===== src/rtl/pipe_stage_reg.sv =====
// Pipeline stage register with a 2-entry skid buffer, synchronous flush and optional perf counters (PIPE_STAGE_PERF_EN).
// Latency: 1 cycle from accept in EMPTY to out_valid; sustains 1 bundle/cycle while out_ready=1.
// Backpressure: in_ready is a registered decode of the next state, so there is no combinational path from out_ready.
module pipe_stage_reg #(
  parameter int DATA_W = 128,
  parameter int CTRL_W = 16,
  parameter int CNT_W  = 16
) (
  input  logic              clk,
  input  logic              rst,
  input  logic              flush,
  input  logic              in_valid,
  output logic              in_ready,
  input  logic [CTRL_W-1:0] in_ctrl,
  input  logic [DATA_W-1:0] in_data,
  output logic              out_valid,
  input  logic              out_ready,
  output logic [CTRL_W-1:0] out_ctrl,
  output logic [DATA_W-1:0] out_data,
  output logic [1:0]        occupancy,
  output logic [CNT_W-1:0]  stall_cnt,
  output logic [CNT_W-1:0]  bubble_cnt
);

  typedef enum logic [1:0] {
    ST_EMPTY = 2'd0,
    ST_ONE   = 2'd1,
    ST_TWO   = 2'd2
  } state_e;

  state_e              state_q, state_d;
  logic                in_ready_q, in_ready_d;
  logic [CTRL_W-1:0]   main_ctrl_q, main_ctrl_d;
  logic [DATA_W-1:0]   main_data_q, main_data_d;
  logic [CTRL_W-1:0]   skid_ctrl_q, skid_ctrl_d;
  logic [DATA_W-1:0]   skid_data_q, skid_data_d;
  logic                accept;
  logic                fire;

  assign out_valid = (state_q != ST_EMPTY);
  assign in_ready  = in_ready_q;
  assign out_ctrl  = main_ctrl_q;
  assign out_data  = main_data_q;
  assign occupancy = 2'(state_q);
  assign accept    = in_valid & in_ready_q;
  assign fire      = out_valid & out_ready;

  always_comb begin
    state_d     = state_q;
    main_ctrl_d = main_ctrl_q;
    main_data_d = main_data_q;
    skid_ctrl_d = skid_ctrl_q;
    skid_data_d = skid_data_q;
    case (state_q)
      ST_EMPTY: begin
        if (accept) begin
          main_ctrl_d = in_ctrl;
          main_data_d = in_data;
          state_d     = ST_ONE;
        end
      end
      ST_ONE: begin
        if (accept && fire) begin
          main_ctrl_d = in_ctrl;
          main_data_d = in_data;
        end else if (accept) begin
          skid_ctrl_d = in_ctrl;
          skid_data_d = in_data;
          state_d     = ST_TWO;
        end else if (fire) begin
          state_d = ST_EMPTY;
        end
      end
      ST_TWO: begin
        if (fire) begin
          main_ctrl_d = skid_ctrl_q;
          main_data_d = skid_data_q;
          state_d     = ST_ONE;
        end
      end
      default: state_d = ST_EMPTY;
    endcase
    // Squash kills control only; data payload is left in place to avoid wide enables.
    if (flush) begin
      state_d     = ST_EMPTY;
      main_ctrl_d = '0;
      skid_ctrl_d = '0;
      main_data_d = main_data_q;
      skid_data_d = skid_data_q;
    end
    in_ready_d = (state_d != ST_TWO);
  end

  always_ff @(posedge clk or negedge rst) begin
    if (!rst) begin
      state_q     <= ST_EMPTY;
      in_ready_q  <= 1'b1;
      main_ctrl_q <= '0;
      main_data_q <= '0;
      skid_ctrl_q <= '0;
      skid_data_q <= '0;
    end else begin
      state_q     <= state_d;
      in_ready_q  <= in_ready_d;
      main_ctrl_q <= main_ctrl_d;
      main_data_q <= main_data_d;
      skid_ctrl_q <= skid_ctrl_d;
      skid_data_q <= skid_data_d;
    end
  end

`ifdef PIPE_STAGE_PERF_EN
  logic [CNT_W-1:0] stall_q, stall_d;
  logic [CNT_W-1:0] bubble_q, bubble_d;

  always_comb begin
    stall_d  = stall_q;
    bubble_d = bubble_q;
    if (out_valid && !out_ready && (stall_q != {CNT_W{1'b1}}))
      stall_d = stall_q + CNT_W'(1);
    if (!out_valid && (bubble_q != {CNT_W{1'b1}}))
      bubble_d = bubble_q + CNT_W'(1);
  end

  always_ff @(posedge clk or negedge rst) begin
    if (!rst) begin
      stall_q  <= '0;
      bubble_q <= '0;
    end else begin
      stall_q  <= stall_d;
      bubble_q <= bubble_d;
    end
  end

  assign stall_cnt  = stall_q;
  assign bubble_cnt = bubble_q;
`else
  assign stall_cnt  = '0;
  assign bubble_cnt = '0;
`endif

endmodule


===== config.mk =====
export PLATFORM = sky130hd
export DESIGN_NAME = pipe_stage_reg
export DESIGN_NICKNAME = d
export VERILOG_FILES = /design/src/rtl/pipe_stage_reg.sv
export SDC_FILE = /design/constraint.sdc
export NUM_CORES = 1
export LEC_CHECK = 0
export ABC_CLOCK_PERIOD_IN_PS = 2430
export CAP_MARGIN = 20
export CORE_AREA = 4 4 222 159
export CTS_CLUSTER_SIZE = 12
export DETAILED_ROUTE_END_ITERATION = 12
export DIE_AREA = 0 0 226 163
export GPL_TIMING_DRIVEN = 0
export PLACE_DENSITY = 0.76
export REMOVE_ABC_BUFFERS = 1
export SYNTH_ARGS = -nofsm -noshare
export SYNTH_HDL_FRONTEND = slang
export SYNTH_SLANG_ARGS = --single-unit

===== constraint.sdc =====
create_clock -name clk -period 2.43 [get_ports clk]
set_input_delay 0.6075 -clock clk [delete_from_list [all_inputs] [get_ports clk]]
set_output_delay 0.6075 -clock clk [all_outputs]
set_load 0.05 [all_outputs]

# Yosys cells after proc, flatten, opt, wreduce, memory -nomap -nowiden

Cells that the tools add are included.

Word-level logic and storage cells: 50
Input bits: 149
Flip-flop bits (word level): 291

Bitwise gates (word level): 4
Equality and inequality tests: 10
Muxes and demuxes: 19
Reductions and logical operators: 11

Operators by type and width:

| operator                                                              | number |
|---|---|
| 128-bit 2-to-1 mux                                                    | 3 |
| 128-bit case mux with 3 select lines                                  | 1 |
| 16-bit 2-to-1 mux                                                     | 7 |
| 16-bit case mux with 3 select lines                                   | 1 |
| 2-bit 2-to-1 mux                                                      | 6 |
| 2-bit != test, second input constant                                  | 5 |
| 3-bit != test, second input constant                                  | 3 |
| 4-bit AND reduction                                                   | 2 |
| 2-bit case mux with 3 select lines                                    | 1 |
| 2-bit nonzero test                                                    | 3 |
| 5-bit AND reduction                                                   | 1 |
| 4-bit nonzero test                                                    | 1 |
| 3-bit AND reduction                                                   | 1 |
| 3-bit nonzero test                                                    | 1 |
| 1-bit bitwise AND                                                     | 2 |
| 2-bit by 1-bit equality test with 1-bit output, second input constant | 1 |
| 2-bit equality test, second input constant                            | 1 |
| 2-bit zero test                                                       | 1 |
| 1-bit NOT                                                             | 2 |
| 1-bit logical AND                                                     | 1 |

# Logic depth before layout (Yosys ltp)

Depth after elaboration: 8
Gate-level depth with buffers: 8
Mapped depth without buffers: 6

# Worst setup path before layout

OpenSTA, ideal clock, no wires.

Kind: flip-flop to flip-flop
Start: reg state_q[0], in the netlist occupancy[0]
End: reg main_ctrl_q[10], in the netlist out_ctrl[10]
Slack: 0.228 ns
Arrival: 2.114 ns
Stages on the path, launching flop included: 9
Buffers on the path: 3
Cells stage by stage: dfrtp_1 inv_1 ha_1 or2_2 buf_2 and2_0 buf_2 buf_6 a211oi_2

Cells in the longest elaborated chain, start to end: 5

Ends and longest elaborated chain:

| what                                 | line | RTL |
|---|---|---|
| start, declared                      | 31   | `state_e state_q, state_d;` |
| start signal, assigned               | 103  | `state_q <= state_d;` |
| 2-bit nonzero test                   | 40   | `assign out_valid = (state_q != ST_EMPTY);` |
| 1-bit bitwise AND                    | 46   | `assign fire = out_valid & out_ready;` |
| 1-bit logical AND                    | 63   | `if (accept && fire) begin` |
| 3-bit != test (no source line)       | -    |  |
| 4-bit AND reduction (no source line) | -    |  |
| end signal, assigned                 | 105  | `main_ctrl_q <= main_ctrl_d;` |
| end, declared                        | 33   | `logic [CTRL_W-1:0] main_ctrl_q, main_ctrl_d;` |

Parallel ways exist; a longest one is shown, timed or not.
A chain may end at the register's enable or synchronous reset.

# Worst setup path after layout

Start: reg main_data_q[91], in the netlist out_data[91]
End: out out_data[91]

RTL lines:

| what                   | line | RTL |
|---|---|---|
| start, declared        | 34   | `logic [DATA_W-1:0] main_data_q, main_data_d;` |
| start signal, assigned | 106  | `main_data_q <= main_data_d;` |
| end, declared          | 19   | `output logic [DATA_W-1:0] out_data,` |

No word-level cell between the ends.

==> impl_metrics.py <==
metrics = {
    "clocking": {
        "clk_pin_slew_ps": 60,
        "hold_buffers": 0,
        "root_buffer": "clkbuf_16",
        "cts.sinks": 291,
        "htree_levels": 1,
        "clock_path_buffers": 3,
        "cts_tree": "built",
        "clock_latency_ps": 560,
        "cts_buffers": 31,
    },
    "worst_setup_path": {
        "slowest_stage": "clkdlybuf4s50_1",
        "path_cells": "clkdlybuf4s50_1",
        "arrival_ps": 1770,
        "path_delay_family": "buffers and inverters",
        "critPathCaptureType": "output port",
        "critPathBufInv": 1,
        "critPathLaunchType": "register",
        "slowest_delay_ps": 870,
        "critPathRequiredTime_ps": 1820,
        "criticalPathCategory": "reg2out",
        "crit_fanout": 2,
    },
    "die": {
        "std_cell_rows": 56,
        "start_util": 0.395,
        "die_y_um": 163,
        "dieWidth_um": 226,
        "dieArea_um2": 36800,
        "core_um2": 33100,
        "io_pins": 329,
    },
    "route": {
        "drc": 0,
        "num_vias": 9604,
        "vias_per_cell": 5.36,
        "wl_um": 36300,
        "drt-initial-drc-count": 499,
        "drt_pass1_iterations": 4,
        "ant_nets": 0,
        "wl_per_cell_um": 20.3,
    },
    "global_routing": {
        "grt_pass1_vias": 9665,
        "overflow": 0,
        "grt_pass1_wl_um": 54600,
        "grt_usage": 0.182,
        "grt_max_degree": 109,
        "antenna_found_initial": 5,
    },
    "power_and_ir_drop": {
        "p_int_uw": 16000,
        "clockPowerShare": 0.157,
        "p_per_area_nw_per_um2": 1570,
        "p_switching_uw": 12500,
        "p_leak_uw": 0.00741,
        "power_frac_seq": 0.295,
        "power_uw": 28400,
        "p_sw_frac": 0.438,
        "ir_worst_vdd_v": 0.00101,
        "comb_power_share": 0.548,
    },
    "sta": {
        "min_period_over_period": 0.980,
        "slew_viol_final": 0,
        "layout_min_cycle_time_ps": 2380,
        "rsz0062_at_grt": "false",
        "setup_viol": 0,
        "worstMarginPinSlew_ps": 916,
        "slew-limit-headroom": 0.389,
        "fin_skew_ps": 8.85,
        "tns_ps": 0,
        "max_freq_ghz": 0.420,
        "final_hold_viol_count": 0,
        "hold_ws_ps": 45.6,
    },
    "layout": {
        "stdcell_area_um2": 18100,
        "layout-drive-gt1-share": 0.194,
        "areaGrowthSynthToFinish_pct": 38.2,
        "n_fill_cell": 2790,
        "diodes": 0,
        "nets": 1491,
    },
    "yosys": {
        "netlist_area_um2": 13100,
        "synth_cell_type_count": 35,
        "ys_seq_elements": 291,
        "synthCells": 1044,
        "yosys_warnings": 0,
        "synth.avg_cell_area_um2": 12.5,
        "yosysSeqAreaShare": 0.556,
    },
    "place": {
        "io_buffers": 296,
        "place_area_um2": 16700,
        "gp_congestion": 0.756,
        "dpl.hpwl_um": 22600,
    },
    "status": {
        "status": "complete, no violations",
    },
    "run": {
        "maxCapViolations": 0,
    },
    "hold_path": {
        "hold_path.class": "in2async",
    },
}
## final timing paths
check / end / slack, ps / startpoint / depth (start not counted)
max in group asynchronous: out_data[62] / 1390 / rst / 2
min in group clk: skid_data_q[88] / 500 / skid_data_q[88] / 1
worst max register to register: skid_data_q[26] / 90 / occupancy[1] / 10
worst min register to register: skid_data_q[88] / 500 / skid_data_q[88] / 1
worst min-delay path: skid_data_q[23] / 50 / rst / 1
worst max-delay path: out_data[91] / 50 / out_data[91] / 1
## power groups by stage
stage          registers (uW)  clock network, uW  logic (uW)
6_report                 8380               4470       15600
3_5_place_dp             8430                  0       14400
2_1_floorplan           12600                  0        4610
3_3_place_gp             8000                  0       10500
4_1_cts                  8380               4620       14500
5_1_grt                  8660               4830       16500
## cell usage after synthesis, drive strengths merged
master	count	area, um2
a21boi	1	7.51
inv	3	11.3
a211oi	16	170
o221ai	1	15.0
nor3	2	15.0
nand3	2	10.0
mux2i	160	1600
a31oi	130	813
nor2	17	66.3
and2	2	12.5
mux2	128	1440
ha	4	50.1
o21ai	1	5.00
nand2b	1	8.76
clkbuf	32	120
a21oi	144	721
nand4b	1	8.76
or2	2	12.5
dfstp	1	26.3
buf	97	662
nand4	1	12.5
xor2	1	8.76
dfrtp	290	7260
o22ai	1	6.26
conb	1	3.75
nand2	4	15.0
a32oi	1	8.76
## area by class of cell
cell class	instances	area, um2	area share
sequential	291	7290	0.403
multi-input combinational	654	5220	0.288
timing repair buffer	357	4090	0.226
clock buffer	47	896	0.0495
tap	435	544	0.0301
clock inverter	6	42.5	0.00235
inverter	3	13.8	0.000761
## layout by cell type, fill, tap and decap left out, types with 2 or more instances in the layout
cell,instances
clkbuf_16,39
buf_12,9
a211oi_2,10
buf_16,17
buf_6,2
buf_4,22
nand3_1,2
a21oi_1,144
a31oi_1,130
dlymetal6s2s_1,19
buf_8,3
dfrtp_1,288
a211oi_1,6
clkbuf_1,10
clkinv_2,3
mux2i_1,160
ha_4,3
nor2_2,2
mux2_2,128
clkdlybuf4s50_1,259
nand2_1,4
conb_1,32
clkbuf_8,6
dfrtp_2,2
nor2_1,16
dlygate4sd2_1,15
## cell families after synthesis
family,Yosys count,share of synthesized area
AO/OA/AOI/OAI,295,0.133
XOR/XNOR,1,0.000669
adder cells (fa/ha/maj),4,0.00382
buffers and inverters,132,0.0606
flip-flops,291,0.556
multiplexers,288,0.232
other,1,0.000286
AND/OR/NAND/NOR,32,0.0123
## routing by layer
metal  GRT usage  share of wire  routed length (um)  up-vias
met3      0.0640          0.079                2860       63
met1       0.240           0.42               15400     4852
li1            -              -                   -     4395
met5           0         0.0018                  66        -
met4      0.0342          0.018                 671       10
met2       0.293           0.48               17300      284
## registers in the layout (all words and copies together) (netlist names)
register / flops
out_ctrl: 16
skid_data_q: 128
skid_ctrl_q: 16
out_data: 128
occupancy: 2
in_ready: 1
## stage by stage
step	setup WS (ps)	utilization	cells
6_report	48.1	0.546	1793
5_1_grt	0.108	0.546	1793
4_1_cts	1.12	0.535	1772
3_5_place_dp	-751	0.503	1707
3_3_place_gp	-13460	0.481	1677
2_1_floorplan	-8700	-	946
## repair_timing
action,4_1_cts,5_1_grt
endpoints found under the setup margin,224,99
hold endpoints to repair,0,0
pin swaps,3,2
gates cloned,3,9
setup buffers,12,12
gates resized for setup,29,27
(Power assumes the default switching activity.)
